--- src/rtl/input_event_capture_pkg.sv ---
// Shared types and source-id map for the board input capture path.
package peripherals;

    localparam int unsigned NUM_SOURCES = 21;

    localparam logic [4:0] SRC_CENTER  = 5'd0;
    localparam logic [4:0] SRC_UP      = 5'd1;
    localparam logic [4:0] SRC_RIGHT   = 5'd2;
    localparam logic [4:0] SRC_DOWN    = 5'd3;
    localparam logic [4:0] SRC_LEFT    = 5'd4;
    localparam logic [4:0] SRC_SWITCH0 = 5'd5;

    // Packed MSB-first, so center lands on bit 0 and matches its source id.
    typedef struct packed {
        logic left;
        logic down;
        logic right;
        logic up;
        logic center;
    } buttons_t;

    typedef struct packed {
        logic       level;
        logic [4:0] source;
    } event_t;

endpackage

--- src/rtl/input_event_capture_debouncer.sv ---
// One-bit 2-FF synchroniser followed by a stable-level debounce counter.
module input_debouncer #(
    parameter int unsigned DEBOUNCE_CYCLES = 1_000_000
) (
    input  logic clk_i,
    input  logic rst_n_i,
    input  logic raw_i,
    output logic level_o
);

    localparam int unsigned CW = $clog2(DEBOUNCE_CYCLES + 1);
    localparam logic [CW-1:0] TERM = CW'(DEBOUNCE_CYCLES);

    logic [1:0]    sync_q;
    logic          level_q, level_d;
    logic [CW-1:0] cnt_q, cnt_d;

    // Flip after DEBOUNCE_CYCLES+1 consecutive differing synchronised samples.
    always_comb begin
        level_d = level_q;
        cnt_d   = '0;
        if (sync_q[1] != level_q) begin
            if (cnt_q == TERM) begin
                level_d = ~level_q;
            end else begin
                cnt_d = cnt_q + 1'b1;
            end
        end
    end

    always_ff @(posedge clk_i or negedge rst_n_i) begin
        if (!rst_n_i) begin
            sync_q  <= '0;
            level_q <= 1'b0;
            cnt_q   <= '0;
        end else begin
            sync_q  <= {sync_q[0], raw_i};
            level_q <= level_d;
            cnt_q   <= cnt_d;
        end
    end

    assign level_o = level_q;

endmodule

--- src/rtl/input_event_capture.sv ---
// Debounces buttons/switches and queues every level change as an event in a FWFT FIFO.
module input_event_capture
    import peripherals::*;
#(
    parameter int unsigned DEBOUNCE_CYCLES = 1_000_000,
    parameter int unsigned FIFO_DEPTH      = 8
) (
    input  logic                        clock_100mhz,
    input  logic                        reset_n,
    input  buttons_t                    buttons,
    input  logic [15:0]                 switches,
    output logic [4:0]                  buttons_level,
    output logic [15:0]                 switches_level,
    output logic                        event_valid,
    output event_t                      event_data,
    input  logic                        event_ready,
    output logic [$clog2(FIFO_DEPTH):0] event_count
);

    localparam int unsigned PW = $clog2(FIFO_DEPTH);
    localparam int unsigned CW = PW + 1;
    localparam logic [CW-1:0] DEPTH_C = CW'(FIFO_DEPTH);

    logic [NUM_SOURCES-1:0] raw;
    logic [NUM_SOURCES-1:0] level;
    logic [NUM_SOURCES-1:0] reported_q, reported_d;
    logic [PW-1:0]          wr_ptr_q, wr_ptr_d;
    logic [PW-1:0]          rd_ptr_q, rd_ptr_d;
    logic [CW-1:0]          count_q, count_d;
    event_t                 mem_q [FIFO_DEPTH];

    logic       scan_hit;
    logic [4:0] scan_id;
    logic       full, pop, push;
    event_t     push_entry;

    assign raw = {switches, buttons};

    for (genvar g = 0; g < NUM_SOURCES; g++) begin : g_deb
        input_debouncer #(
            .DEBOUNCE_CYCLES(DEBOUNCE_CYCLES)
        ) u_deb (
            .clk_i  (clock_100mhz),
            .rst_n_i(reset_n),
            .raw_i  (raw[g]),
            .level_o(level[g])
        );
    end

    assign buttons_level  = level[SRC_CENTER +: 5];
    assign switches_level = level[SRC_SWITCH0 +: 16];

    // Lowest-id pending change wins; a toggle that returns before its turn leaves no difference.
    always_comb begin
        scan_hit = 1'b0;
        scan_id  = '0;
        for (int i = int'(NUM_SOURCES) - 1; i >= 0; i--) begin
            if (level[i] != reported_q[i]) begin
                scan_hit = 1'b1;
                scan_id  = 5'(i);
            end
        end
    end

    assign full       = (count_q == DEPTH_C);
    assign pop        = (count_q != '0) && event_ready;
    assign push       = scan_hit && (!full || pop);
    assign push_entry = '{level: level[scan_id], source: scan_id};

    always_comb begin
        reported_d = reported_q;
        wr_ptr_d   = wr_ptr_q;
        rd_ptr_d   = rd_ptr_q;
        count_d    = count_q;
        if (push) begin
            reported_d[scan_id] = level[scan_id];
            wr_ptr_d            = wr_ptr_q + PW'(1);
        end
        if (pop) begin
            rd_ptr_d = rd_ptr_q + PW'(1);
        end
        if (push && !pop) begin
            count_d = count_q + 1'b1;
        end else if (pop && !push) begin
            count_d = count_q - 1'b1;
        end
    end

    always_ff @(posedge clock_100mhz or negedge reset_n) begin
        if (!reset_n) begin
            reported_q <= '0;
            wr_ptr_q   <= '0;
            rd_ptr_q   <= '0;
            count_q    <= '0;
        end else begin
            reported_q <= reported_d;
            wr_ptr_q   <= wr_ptr_d;
            rd_ptr_q   <= rd_ptr_d;
            count_q    <= count_d;
        end
    end

    // Storage needs no reset: the head is masked whenever the queue is empty.
    always_ff @(posedge clock_100mhz) begin
        if (push) begin
            mem_q[wr_ptr_q] <= push_entry;
        end
    end

    assign event_valid = (count_q != '0);
    assign event_data  = event_valid ? mem_q[rd_ptr_q] : '0;
    assign event_count = count_q;

endmodule

--- config.mk ---
export PLATFORM = sky130hd
export DESIGN_NAME = input_event_capture
export DESIGN_NICKNAME = d
export VERILOG_FILES = /design/src/rtl/input_event_capture_pkg.sv /design/src/rtl/input_event_capture_debouncer.sv /design/src/rtl/input_event_capture.sv
export SDC_FILE = /design/constraint.sdc
export NUM_CORES = 1
export LEC_CHECK = 0
export BUFFER_PORTS_ARGS = -buffer_cell sky130_fd_sc_hd__buf_2
export CORE_ASPECT_RATIO = 0.5
export CORE_UTILIZATION = 63
export DETAILED_ROUTE_END_ITERATION = 10
export MAX_ROUTING_LAYER = met4
export PLACE_DENSITY_LB_ADDON = 0.1
export SYNTH_ARGS = -nofsm -noshare
export SYNTH_HDL_FRONTEND = slang
export SYNTH_SLANG_ARGS = --single-unit
--- constraint.sdc ---
create_clock -name clock_100mhz -period 4.5 [get_ports clock_100mhz]
set_clock_uncertainty 0.15 [all_clocks]
set_input_delay 0.225 -clock clock_100mhz [delete_from_list [all_inputs] [get_ports clock_100mhz]]
set_output_delay 0.225 -clock clock_100mhz [all_outputs]
set_load 0.005 [all_outputs]
==> results.ini <==
[logic_synthesis]
synthFlopType = dfrtp_1
synthDistinctLibCells = 55
yosysWarnings = 0
yosys_register_bits = 562
netlist.top_cell.by_area = dfrtp_1
syn-num-nets = 2692
synth_seq_area_share = 0.536
yosys-top-cells-area = dfrtp_1, xor2_1, nor2_1, edfxtp_1, xnor2_1
synth_top_area_frac = 0.482
postSynthAreaPerCell_sq_um = 10.2
synth_edf_count = 48
ys_async_sr_fraction = 0.915
netlist_instances = 2620
syn-cell-area_sq_um = 26700

[die]
core_sq_um = 41100
ioPinCount = 56
die_area_sq_um = 43200
dieWidth_um = 293
rows = 52
fp.dieH_um = 148
start_util = 0.650

[timing]
max_clock_freq_mhz = 278
setup_slack_ns = 0.899
setup_violations = 0
worstMarginPinSlew_ns = 1.10
rsz0062_at_grt = no
min_period_ns = 3.60
final_hold_viol_count = 0
drv_slew = 0
slew_headroom = 0.263
setup_tns_ns = 0
period_share = 0.800
fin_hold_ws_ns = 0.122

[layout]
fin_util = 0.711
design_area_sq_um = 29200
stdcell_count = 3285
diodes = 0
fin_nets = 2754
area_growth_pct = 9.41
drive_above_1_share = 0.0798

[critical_path]
cp_data_required_time_ns = 4.61
worstPathMaxFanout = 12
arrival_ns = 3.71
critPathKind = reg -> reg
reg2reg_from = g_deb[4].u_deb.level_o
end_kind = register
worstSetupStartpoint = g_deb[4].u_deb.level_o
startpoint_type = register

[pwr]
combinationalPowerShare = 0.071
pwr-share-seq = 0.528
p_clk_frac = 0.401
p_int_mw = 7.79
power_leakage_nw = 12.8
total_power_mw = 10.2
switchingPower_mw = 2.41
ir_worst_vdd_mv = 0.215
power_density_nw_per_um2 = 349
swShare = 0.236

[cts]
cts_buffers = 48
cts.sinks = 562
cts_tree = built
clk_latency_ns = 0.58
post-cts-setup-buffers = 0
h-tree-depth = 2
clk_pin_slew_ns = 0.07
cts-root-buf = clkbuf_16
clk_path_buf_depth = 3

[routing]
vias_per_cell = 5.56
drtIter0Drc = 1105
first_pass_iters = 5
ant_nets = 0
routed-via-count = 18300
drt_wl_total_um = 52100
wl_per_cell_um = 15.8
drc = 0

[global_route]
grt_overflow = 0
grt_max_degree = 132
grt_antenna_before_repair = 3
grt_pass1_vias = 18000
grt_pass1_wl_um = 88700
grtUsageTotal = 0.258

[flow_run]
cap_violations = 0

[placement]
gp_congestion = 0.878
pre_cts_ws_ns = 0.959
dp_hpwl_um = 34700
port_buffers = 55
placed_cells = 3175
placed_area_sq_um = 27400

[status]
outcome = complete, no violations

[hold_path]
hold_path.class = in -> async

metal layers:
layer / GRT usage / vias up / wire [um]
met5: - / - / 0
met4: 0.0547 / 0 / 897
met2: 0.393 / 212 / 23800
met1: 0.371 / 9017 / 25600
li1: - / 8977 / -
met3: 0.0379 / 66 / 1690
worst max-delay path: stages (launching register included):
cell	delay, ns
dfrtp_1	0.47
xor2_1	0.47
o21ai_0	0.24
a22oi_2	0.38
inv_1	0.29
nor3_1	0.43
a22oi_1	0.15
and4_1	0.33
a211o_1	0.40
sequential cells by signal (all words and copies together) (netlist names):
name / cells
rd_ptr_q: 3
event_count: 4
g_deb.u_deb.level_o: 21
g_deb.u_deb.cnt_q: 420
mem_q: 48
wr_ptr_q: 3
g_deb.u_deb.sync_q: 42
reported_q: 21
path summary, 6_finish.rpt:
path,cells past startpoint,slack [ns],end
worst max-delay path,8,0.90,mem_q[5][5]
worst min-delay path,3,0.12,g_deb[17].u_deb.cnt_q[3]
worst max register to register,8,0.90,mem_q[5][5]
worst min register to register,0,0.20,g_deb[14].u_deb.sync_q[1]
max in group asynchronous,3,3.35,g_deb[18].u_deb.cnt_q[7]
min in group clock_100mhz,2,0.14,g_deb[20].u_deb.sync_q[0]
logic make-up after synthesis:
family	Yosys count	synth area share
compound gates	156	0.0331
xor+xnor	376	0.123
fa+ha+maj	48	0.0228
buf+inv	155	0.0254
flops	562	0.536
mux	70	0.0341
simple gates	1253	0.225
final cells by class:
type | count | area, sq um
inverters | 78 | 293
repair buffers | 89 | 661
flip-flops and latches | 562 | 14300
clock inverters | 27 | 244
multi-input cells | 1903 | 11700
fillers | 3059 | 11900
well taps | 567 | 709
clock buffers | 59 | 1280
cell usage after synthesis (43+ instances only):
| master | n |
|---|---|
| nand2_1 | 197 |
| xor2_1 | 240 |
| nor4b_1 | 49 |
| a21oi_1 | 66 |
| or3_1 | 64 |
| ha_1 | 47 |
| inv_1 | 78 |
| o21ai_0 | 64 |
| nor3_1 | 47 |
| xnor2_1 | 136 |
| mux2_2 | 43 |
| nor2_1 | 492 |
| and3_1 | 74 |
| edfxtp_1 | 48 |
| nand3_1 | 169 |
| nand4_1 | 74 |
| clkbuf_1 | 49 |
| dfrtp_1 | 514 |
power groups by stage:
stage | Clock [mW] | Combinational (mW) | Sequential [mW]
3_5_place_dp | 0 | 0.719 | 5.48
3_3_place_gp | 0 | 0.705 | 5.47
5_1_grt | 4.38 | 0.818 | 5.41
2_1_floorplan | 0 | 0.471 | 5.39
6_report | 4.09 | 0.727 | 5.38
4_1_cts | 4.19 | 0.743 | 5.38
repair_timing:
item	CTS	global route
hold buffers	24	0
gates resized for setup	0	0
endpoints found under the setup margin	0	0
endpoints found under the hold margin	538	0
layout by cell type (no fill, tap or decap), types with 5 or more instances in the layout:
cell type,synthesis,layout
a21oi_1,66,66
and2_1,14,14
and3_1,74,74
and4_1,11,11
buf_12,0,5
buf_2,2,54
buf_4,21,6
clkbuf_1,49,8
clkbuf_16,0,49
clkinv_2,0,11
clkinvlp_2,0,5
dfrtp_1,514,514
dlygate4sd3_1,0,23
edfxtp_1,48,48
ha_1,47,47
inv_1,78,78
mux2_2,43,43
mux2i_1,11,11
mux4_2,12,12
nand2_1,197,197
nand2b_1,12,12
nand3_1,169,169
nand4_1,74,74
nor2_1,492,492
nor2b_1,6,6
nor3_1,47,47
nor4_1,15,15
nor4b_1,49,49
o21ai_0,64,64
or2_2,18,18
or3_1,64,64
xnor2_1,136,136
xor2_1,240,240
(Power assumes the default switching activity.)
